===== config.mk =====
export PLATFORM = sky130hd
export DESIGN_NAME = reg_scoreboard
export DESIGN_NICKNAME = d
export VERILOG_FILES = /design/src/rtl/reg_scoreboard.sv
export SDC_FILE = /design/constraint.sdc
export NUM_CORES = 1
export LEC_CHECK = 0
export CAP_MARGIN = 20
export CORE_ASPECT_RATIO = 0.9
export CORE_MARGIN = 1.5
export CORE_UTILIZATION = 35
export CTS_CLUSTER_SIZE = 8
export DETAILED_ROUTE_END_ITERATION = 7
export PLACE_DENSITY = 0.52
export SYNTH_ARGS = -nofsm -noshare
export SYNTH_HDL_FRONTEND = slang
export SYNTH_SLANG_ARGS = --single-unit

===== constraint.sdc =====
create_clock -name clk -period 11.5 [get_ports clk]
set_input_delay 2.875 -clock clk [delete_from_list [all_inputs] [get_ports clk]]
set_output_delay 2.875 -clock clk [all_outputs]
set_load 0.005 [all_outputs]

===== src/rtl/reg_scoreboard.sv =====
// reg_scoreboard: GPR hazard scoreboard for an in-order pipeline.
// Tracks one in-flight writer per GPR as a busy bit plus a 2-bit countdown
// to forwardability. It flags ID-stage stalls when a source operand is
// needed before its producer can forward it.
//
// Ports:
//   clk, rst                       rising-edge clock, synchronous active-high reset
//   issue_valid/waddr/tnew         instruction issuing into EX (waddr 0 = no write)
//   rs_addr/rt_addr, rs/rt_tuse    ID-stage sources and cycles until use (3 = unused)
//   wb_valid/wb_waddr              write-back retiring a GPR write
//   flush                          discard all in-flight writers
//   stall, rs_busy, rt_busy        combinational hazard indications
//   pending                        registered count of busy entries
module reg_scoreboard (
  input  logic       clk,
  input  logic       rst,
  input  logic       issue_valid,
  input  logic [4:0] issue_waddr,
  input  logic [1:0] issue_tnew,
  input  logic [4:0] rs_addr,
  input  logic [4:0] rt_addr,
  input  logic [1:0] rs_tuse,
  input  logic [1:0] rt_tuse,
  input  logic       wb_valid,
  input  logic [4:0] wb_waddr,
  input  logic       flush,
  output logic       stall,
  output logic       rs_busy,
  output logic       rt_busy,
  output logic [5:0] pending
);

  localparam int unsigned NREG  = 32;
  localparam int unsigned AW    = 5;
  localparam int unsigned CW    = 2;
  localparam int unsigned PW    = 6;

  logic [NREG-1:0]         busy_q, busy_d;
  logic [NREG-1:0][CW-1:0] cnt_q,  cnt_d;
  logic [PW-1:0]           pending_q, pending_d;
  logic                    issue_accept;

  // Hazard view reflects registered state only; same-cycle write-back does not unstall.
  always_comb begin
    rs_busy = busy_q[rs_addr] && (rs_addr != '0);
    rt_busy = busy_q[rt_addr] && (rt_addr != '0);
    // cnt never exceeds 3, so a tuse of 3 can never stall.
    stall   = (rs_busy && (cnt_q[rs_addr] > rs_tuse)) ||
              (rt_busy && (cnt_q[rt_addr] > rt_tuse));
  end

  assign issue_accept = issue_valid && !stall && !flush;

  // Next-state per entry: flush > issue > write-back > countdown.
  always_comb begin
    busy_d    = busy_q;
    cnt_d     = cnt_q;
    pending_d = '0;
    for (int i = 1; i < NREG; i++) begin
      if (flush) begin
        busy_d[i] = 1'b0;
        cnt_d[i]  = '0;
      end else if (issue_accept && (issue_waddr == AW'(i))) begin
        busy_d[i] = 1'b1;
        cnt_d[i]  = issue_tnew;
      end else if (wb_valid && (wb_waddr == AW'(i))) begin
        busy_d[i] = 1'b0;
        cnt_d[i]  = '0;
      end else if (busy_q[i] && (cnt_q[i] != '0)) begin
        cnt_d[i]  = cnt_q[i] - CW'(1);
      end
    end
    busy_d[0] = 1'b0;
    cnt_d[0]  = '0;
    for (int i = 1; i < NREG; i++) begin
      pending_d = pending_d + PW'(busy_d[i]);
    end
  end

  // State register with synchronous reset.
  always_ff @(posedge clk) begin
    if (rst) begin
      busy_q    <= '0;
      cnt_q     <= '0;
      pending_q <= '0;
    end else begin
      busy_q    <= busy_d;
      cnt_q     <= cnt_d;
      pending_q <= pending_d;
    end
  end

  assign pending = pending_q;

endmodule

==> flow_summary.ini, run 1 <==
[run_status]
status = complete, no violations

[timing]
final_max_slew_viol_count = 0
setup_viol = 0
tightest_slew_ns = 1.06
worst_clock_skew_ns = 0.00859
rsz0062_at_grt = no
min_period_ns = 10.62
fmax_ghz = 0.0941
maxSlewHeadroom_pct = 29.0
fin_crit_sh_pct = 92.4
setup-tns-final_ns = 0
final-hold-violation-count = 0

[setup_path]
cp_common_cell = fa_1
startpoint = rt_addr[0]
cp-endpoint = pending[4]
cp_num_buf_inv = 8
r2r-end = pending[4]
path_delay_family = adder cells
required_ns = 11.74
worst-path-stages = 29
max_stage_delay_ns = 0.56
startpoint_type = input pin
r2r_cells = 26
crit_type = input pin to flop
critPathMaxFanout = 20
r2r_slack_ns = 3.85
cp-end-kind = flop
reg2reg_from = cnt_q[57]
cp.arrival_ns = 10.86
crit_path_top_delay_cell = mux4_2

[global_routing]
grt_first_pass_wirelength_um = 40300
track_usage_pct = 22.6
antenna_found_initial = 0
grt_max_degree = 36
grt_pass1_vias = 6464
gr-total-overflow = 0

[placed_design]
place.detailed.hpwl_um = 20200
gp_congestion = 0.875
postPlaceCellArea_mm2 = 0.00888
numPortBuffers = 39
dpl.cell_count = 1162

[cts]
htree_levels = 3
numCtsBuffers = 9
root_buffer = clkbuf_16
cts_tree = built
cts_buffer_depth = 2
post_cts_buffers = 0
clk_pin_slew_ns = 0.07
insertion_delay_ns = 0.36
clock_sinks = 99
cts_hold_buf = 0
cts_resized = 0

[power_and_ir_drop]
power_density_mw_per_mm2 = 85.1
total_power_uw = 784
leakage_uw = 0.00338
ir_drop_mv = 0.0575

[layout]
diodes = 0
fin_util_pct = 40.6
seq_area_mm2 = 0.00198
multiInputGateArea_mm2 = 0.00566
synthToLayoutAreaGrowth_pct = 12.4
final_cells = 1176
fin_area_mm2 = 0.00921
nets = 972
final.fill_count = 2225
drive_above_1_share_pct = 13.4

[floorplan]
die_area_mm2 = 0.0243
io_pins = 40
die_h_um = 148
placeableCoreArea_mm2 = 0.0227
start_util_pct = 36.1
dieWidth_um = 164
num_rows = 52

[routing]
viasPerCell = 5.61
wl_met2_um = 11100
final_antenna_net_count = 0
maxUsedRoutingLayer = met4
met1Wirelength_um = 12200
avgRoutedWirePerCell_um = 22.1
via_count = 6602
drtIter0Drc = 436
wirelength_um = 26000
dr_wl_met3_um = 2290
drt_first_pass_iters = 5
drc = 0

[yosys]
synth-edff-count = 0
ys_types = 51
syn_area_per_cell_um2 = 9.53
async_reset_ff_share_pct = 0
synthesis.area_mm2 = 0.00820
syn_inst = 860
synth_seq_cells = 99
ys.flop_type = dfxtp_1
syn_nets = 956
ys_warn_count = 0
ys_seq_area_share_pct = 24.2

[min_path]
hold_class = flop to flop

[flow_run]
timing.max_cap.violations = 0
==> placed cells by master (no fill, tap or decap), drive strengths merged, types with 3 or more instances in the layout <==
cell | Yosys | final
bufinv | 0 | 3
and3 | 6 | 6
a21oi | 51 | 51
mux2 | 5 | 5
a21o | 20 | 20
nand4 | 24 | 24
dfxtp | 99 | 99
nand2b | 9 | 9
clkbuf | 27 | 9
buf | 22 | 16
nand2 | 96 | 96
clkdlybuf4s50 | 0 | 38
o2111ai | 29 | 29
mux4 | 48 | 48
nor2b | 42 | 42
o211ai | 3 | 3
nor3 | 5 | 5
fa | 23 | 23
or2 | 3 | 3
nand3 | 49 | 49
ha | 42 | 42
nor2 | 31 | 31
inv | 91 | 91
mux2i | 70 | 70
xnor2 | 33 | 33
o21ai | 7 | 7
==> final cells by class <==
type	instances	share of cell area, %
clock buffers	9	2.44
inverters	91	3.71
well taps	297	4.03
multi-input cells	621	61.5
repair buffers	54	5.68
flip-flops and latches	99	21.5
clock inverters	5	1.13
==> per-layer routing <==
metal	track usage, %	up-vias
li1	-	3092
met1	33.4	3242
met2	32.8	244
met3	5.47	24
met4	5.86	0
met5	0	-
==> tightest hold or removal path, stage by stage (launching register included) <==
cell     delay [ns]
dfxtp_1        0.35
nand2_1        0.09
a21oi_1        0.06
==> how the worst min path moves through the flow <==
stage	startpoint	end	slack [ns]	cells after the start
final	busy_q[12]	busy_q[12]	0.55	2
after global placement	busy_q[30]	busy_q[30]	0.53	2
after detailed placement	busy_q[12]	busy_q[12]	0.53	2
after global routing	busy_q[19]	busy_q[19]	0.57	2
after CTS	busy_q[12]	busy_q[12]	0.54	2
after floorplan	busy_q[19]	busy_q[19]	0.47	2
==> Yosys cell counts (all sizes together), types with 3 or more instances <==
library cell / count / area [um^2]
fa: 23 / 460
o2111ai: 29 / 254
nand4: 24 / 435
nor2: 31 / 116
nor2b: 42 / 263
and3: 6 / 37.5
o21ai: 7 / 38.8
nand2b: 9 / 56.3
nand2: 96 / 360
buf: 22 / 138
a21oi: 51 / 255
nor3: 5 / 25.0
o211ai: 3 / 27.5
nand3: 49 / 293
mux4: 48 / 1080
mux2i: 70 / 701
xnor2: 33 / 289
clkbuf: 27 / 101
ha: 42 / 526
a21o: 20 / 150
or2: 3 / 18.8
inv: 91 / 342
dfxtp: 99 / 1980
mux2: 5 / 56.3
==> cell families (layout without fill, tap and decap cells) <==
group | count (synthesis) | after routing | share of synthesized area (%)
AO/OA/AOI/OAI | 123 | 123 | 10.1
XOR/XNOR | 34 | 34 | 3.63
adder cells (fa/ha/maj) | 65 | 65 | 12.0
buffers and inverters | 140 | 159 | 7.08
flip-flops | 99 | 99 | 24.2
multiplexers | 123 | 123 | 22.4
AND/OR/NAND/NOR | 276 | 276 | 20.5
==> flip-flops by register name (all words and copies together), names as in the netlist <==
signal	cells
busy_q	31
pending	6
cnt_q	62
==> stage by stage <==
| step | worst slack [ns] | hold WS (ns) |
|---|---|---|
| after floorplan | 1.34 | 0.470 |
| after detailed placement | 0.486 | 0.525 |
| final | 0.878 | 0.547 |
| after global routing | 0.465 | 0.575 |
| after global placement | 0.559 | 0.529 |
| after CTS | 0.848 | 0.535 |
==> power breakdown <==
group          switching, uW  internal [uW]  total (uW)
logic                   55.6           31.5        87.1
clock network            142            210         352
registers              0.867            343         344
total                    198            585         784
(Power assumes the default switching activity.)
==> run 2, diff against run 1 <==
--- a/config.mk
+++ b/config.mk
@@ -5,7 +5,6 @@
 export SDC_FILE = /design/constraint.sdc
 export NUM_CORES = 1
 export LEC_CHECK = 0
-export CAP_MARGIN = 20
 export CORE_ASPECT_RATIO = 0.9
 export CORE_MARGIN = 1.5
 export CORE_UTILIZATION = 35
==> run 2 against run 1 <==
  * Routed wire length shrank 0.22%
  * Core utilization shrank 0.14 points
  * Sequential cell count is the same
  * Via count shrank 0.70%
  * Sequential power is essentially flat
  * Worst setup slack lost 0.037 ns
  * Combinational power is essentially flat
  * Cell area shrank 0.34%
  * Die area is the same
  * Critical endpoint unchanged
==> flow_summary.ini, run 2 (same netlist as run 1, synthesis figures left out) <==
[routing]
wirelength_um = 25900
viasPerCell = 5.57
drt_first_pass_iters = 5
via_count = 6556
drc = 0
drtIter0Drc = 480
avgRoutedWirePerCell_um = 22.0
final_antenna_net_count = 0

[setup_path]
cp.arrival_ns = 10.89
startpoint_type = input pin
required_ns = 11.73
max_stage_delay_ns = 0.56
reg2reg_from = cnt_q[57]
cp_common_cell = fa_1
cp-end-kind = flop
critPathMaxFanout = 20
r2r_slack_ns = 3.82
crit_type = input pin to flop
crit_path_top_delay_cell = mux4_2
startpoint = rt_addr[0]
cp-endpoint = pending[4]
r2r-end = pending[4]
r2r_cells = 27

[cts]
insertion_delay_ns = 0.35
cts_resized = 0
htree_levels = 3
clock_sinks = 99
numCtsBuffers = 9
root_buffer = clkbuf_16
cts_buffer_depth = 2
cts_hold_buf = 0
post_cts_buffers = 0
clk_pin_slew_ns = 0.07
cts_tree = built

[timing]
final-hold-violation-count = 0
tightest_slew_ns = 1.21
rsz0062_at_grt = no
hold_slack_ns = 0.555
setup-tns-final_ns = 0
final_max_slew_viol_count = 0
fin_ws_ns = 0.841
fin_crit_sh_pct = 92.7
fmax_ghz = 0.0938
worst_clock_skew_ns = 0.00933
min_period_ns = 10.66
maxSlewHeadroom_pct = 18.8
setup_viol = 0

[layout]
diodes = 0
fin_util_pct = 40.4
top_register = cnt_q
nets = 971
layout_commonest_cell = dfxtp_1
drive_above_1_share_pct = 13.4
mostFrequentLayoutCells = 99 x dfxtp_1, 94 x nand2_1, 91 x inv_1, 70 x mux2i_1, 51 x a21oi_1
largest_register_ffs = 62
synthToLayoutAreaGrowth_pct = 12.0
final.fill_count = 2242

[flow_run]
timing.max_cap.violations = 0

[placed_design]
place.detailed.hpwl_um = 20200
gp_congestion = 0.875
numPortBuffers = 39
pre_cts_ws_ns = 0.482

[floorplan]
dieWidth_um = 164
die_area_mm2 = 0.0243
start_util_pct = 36.1
num_rows = 52
placeableCoreArea_mm2 = 0.0227
io_pins = 40
die_h_um = 148

[power_and_ir_drop]
pwr-share-clk_pct = 42.4
p_sw_share_pct = 26.5
comb_power_share_pct = 11.6
power_density_mw_per_mm2 = 81.6
p_sw_uw = 199
intPower_uw = 550
seqPwrFrac_pct = 46.0
leakage_uw = 0.00336
ir_drop_mv = 0.0694

[min_path]
hp-start = busy_q[30]
hold_class = flop to flop

[run_status]
status = complete, no violations

[global_routing]
gr-total-overflow = 0
track_usage_pct = 22.4
grt_max_degree = 36
antenna_found_initial = 0
grt_first_pass_wirelength_um = 40000
grt_pass1_vias = 6446
run 2: cell types whose count changed in the layout (fill, tap and decap cells not counted):
cell / previous run / this run
buf_4: 13 / 12
clkinv_4: 1 / 2
clkinv_2: 1 / 0
clkinvlp_4: 0 / 2
clkbuf_1: 0 / 1
bufinv_16: 3 / 1
clkbuf_8: 0 / 1
run 2: how the worst min path moves through the flow:
| stage | to | slack [ns] | cells after the start |
|---|---|---|---|
| after CTS | busy_q[12] | 0.54 | 2 |
| after global placement | busy_q[30] | 0.53 | 2 |
| after detailed placement | busy_q[12] | 0.53 | 2 |
| final | busy_q[30] | 0.56 | 2 |
| after global routing | busy_q[12] | 0.57 | 2 |
| after floorplan | busy_q[19] | 0.47 | 2 |
run 2: critical path, delay by kind of cell:
kind / cells / cell delay (ns)
xor gates and xnor gates: 1 / 0.16
muxes: 3 / 1.32
buffers and inverters: 8 / 1.42
and+or+nand+nor: 2 / 0.21
adders and majority gates: 9 / 3.80
AOI/OAI and AO/OA: 6 / 1.10
run 2: cell type report:
class	count	area, um^2	share of cell area, %
Multi-Input combinational cell	621	5660	61.7
Sequential cell	99	1980	21.6
Timing Repair Buffer	53	515	5.62
Tap cell	297	372	4.05
Inverter	91	342	3.72
Clock buffer	11	243	2.64
Clock inverter	5	62.6	0.681
run 2: power groups by stage:
stage	Clock, uW	Combinational [uW]	Sequential [uW]
2_1_floorplan	0	52.4	352
3_3_place_gp	0	86.9	352
3_5_place_dp	0	86.5	352
4_1_cts	325	86.8	344
5_1_grt	335	93.2	344
6_report	318	87.1	344
run 2: through the flow:
step | cell area [um^2] | total power (uW) | cells
after global routing | 9180 | 773 | 1177
after floorplan | 8200 | 404 | 860
after global placement | 8870 | 439 | 1161
after CTS | 9180 | 756 | 1177
after detailed placement | 8870 | 439 | 1161
final | 9180 | 749 | 1177
run 2: per-layer routing:
metal	global-route usage [%]	wire (um)	up-vias
met2	32.7	10900	234
li1	-	-	3092
met4	5.05	480	0
met1	33.3	12600	3204
met3	5.30	1940	26
met5	0	0	-
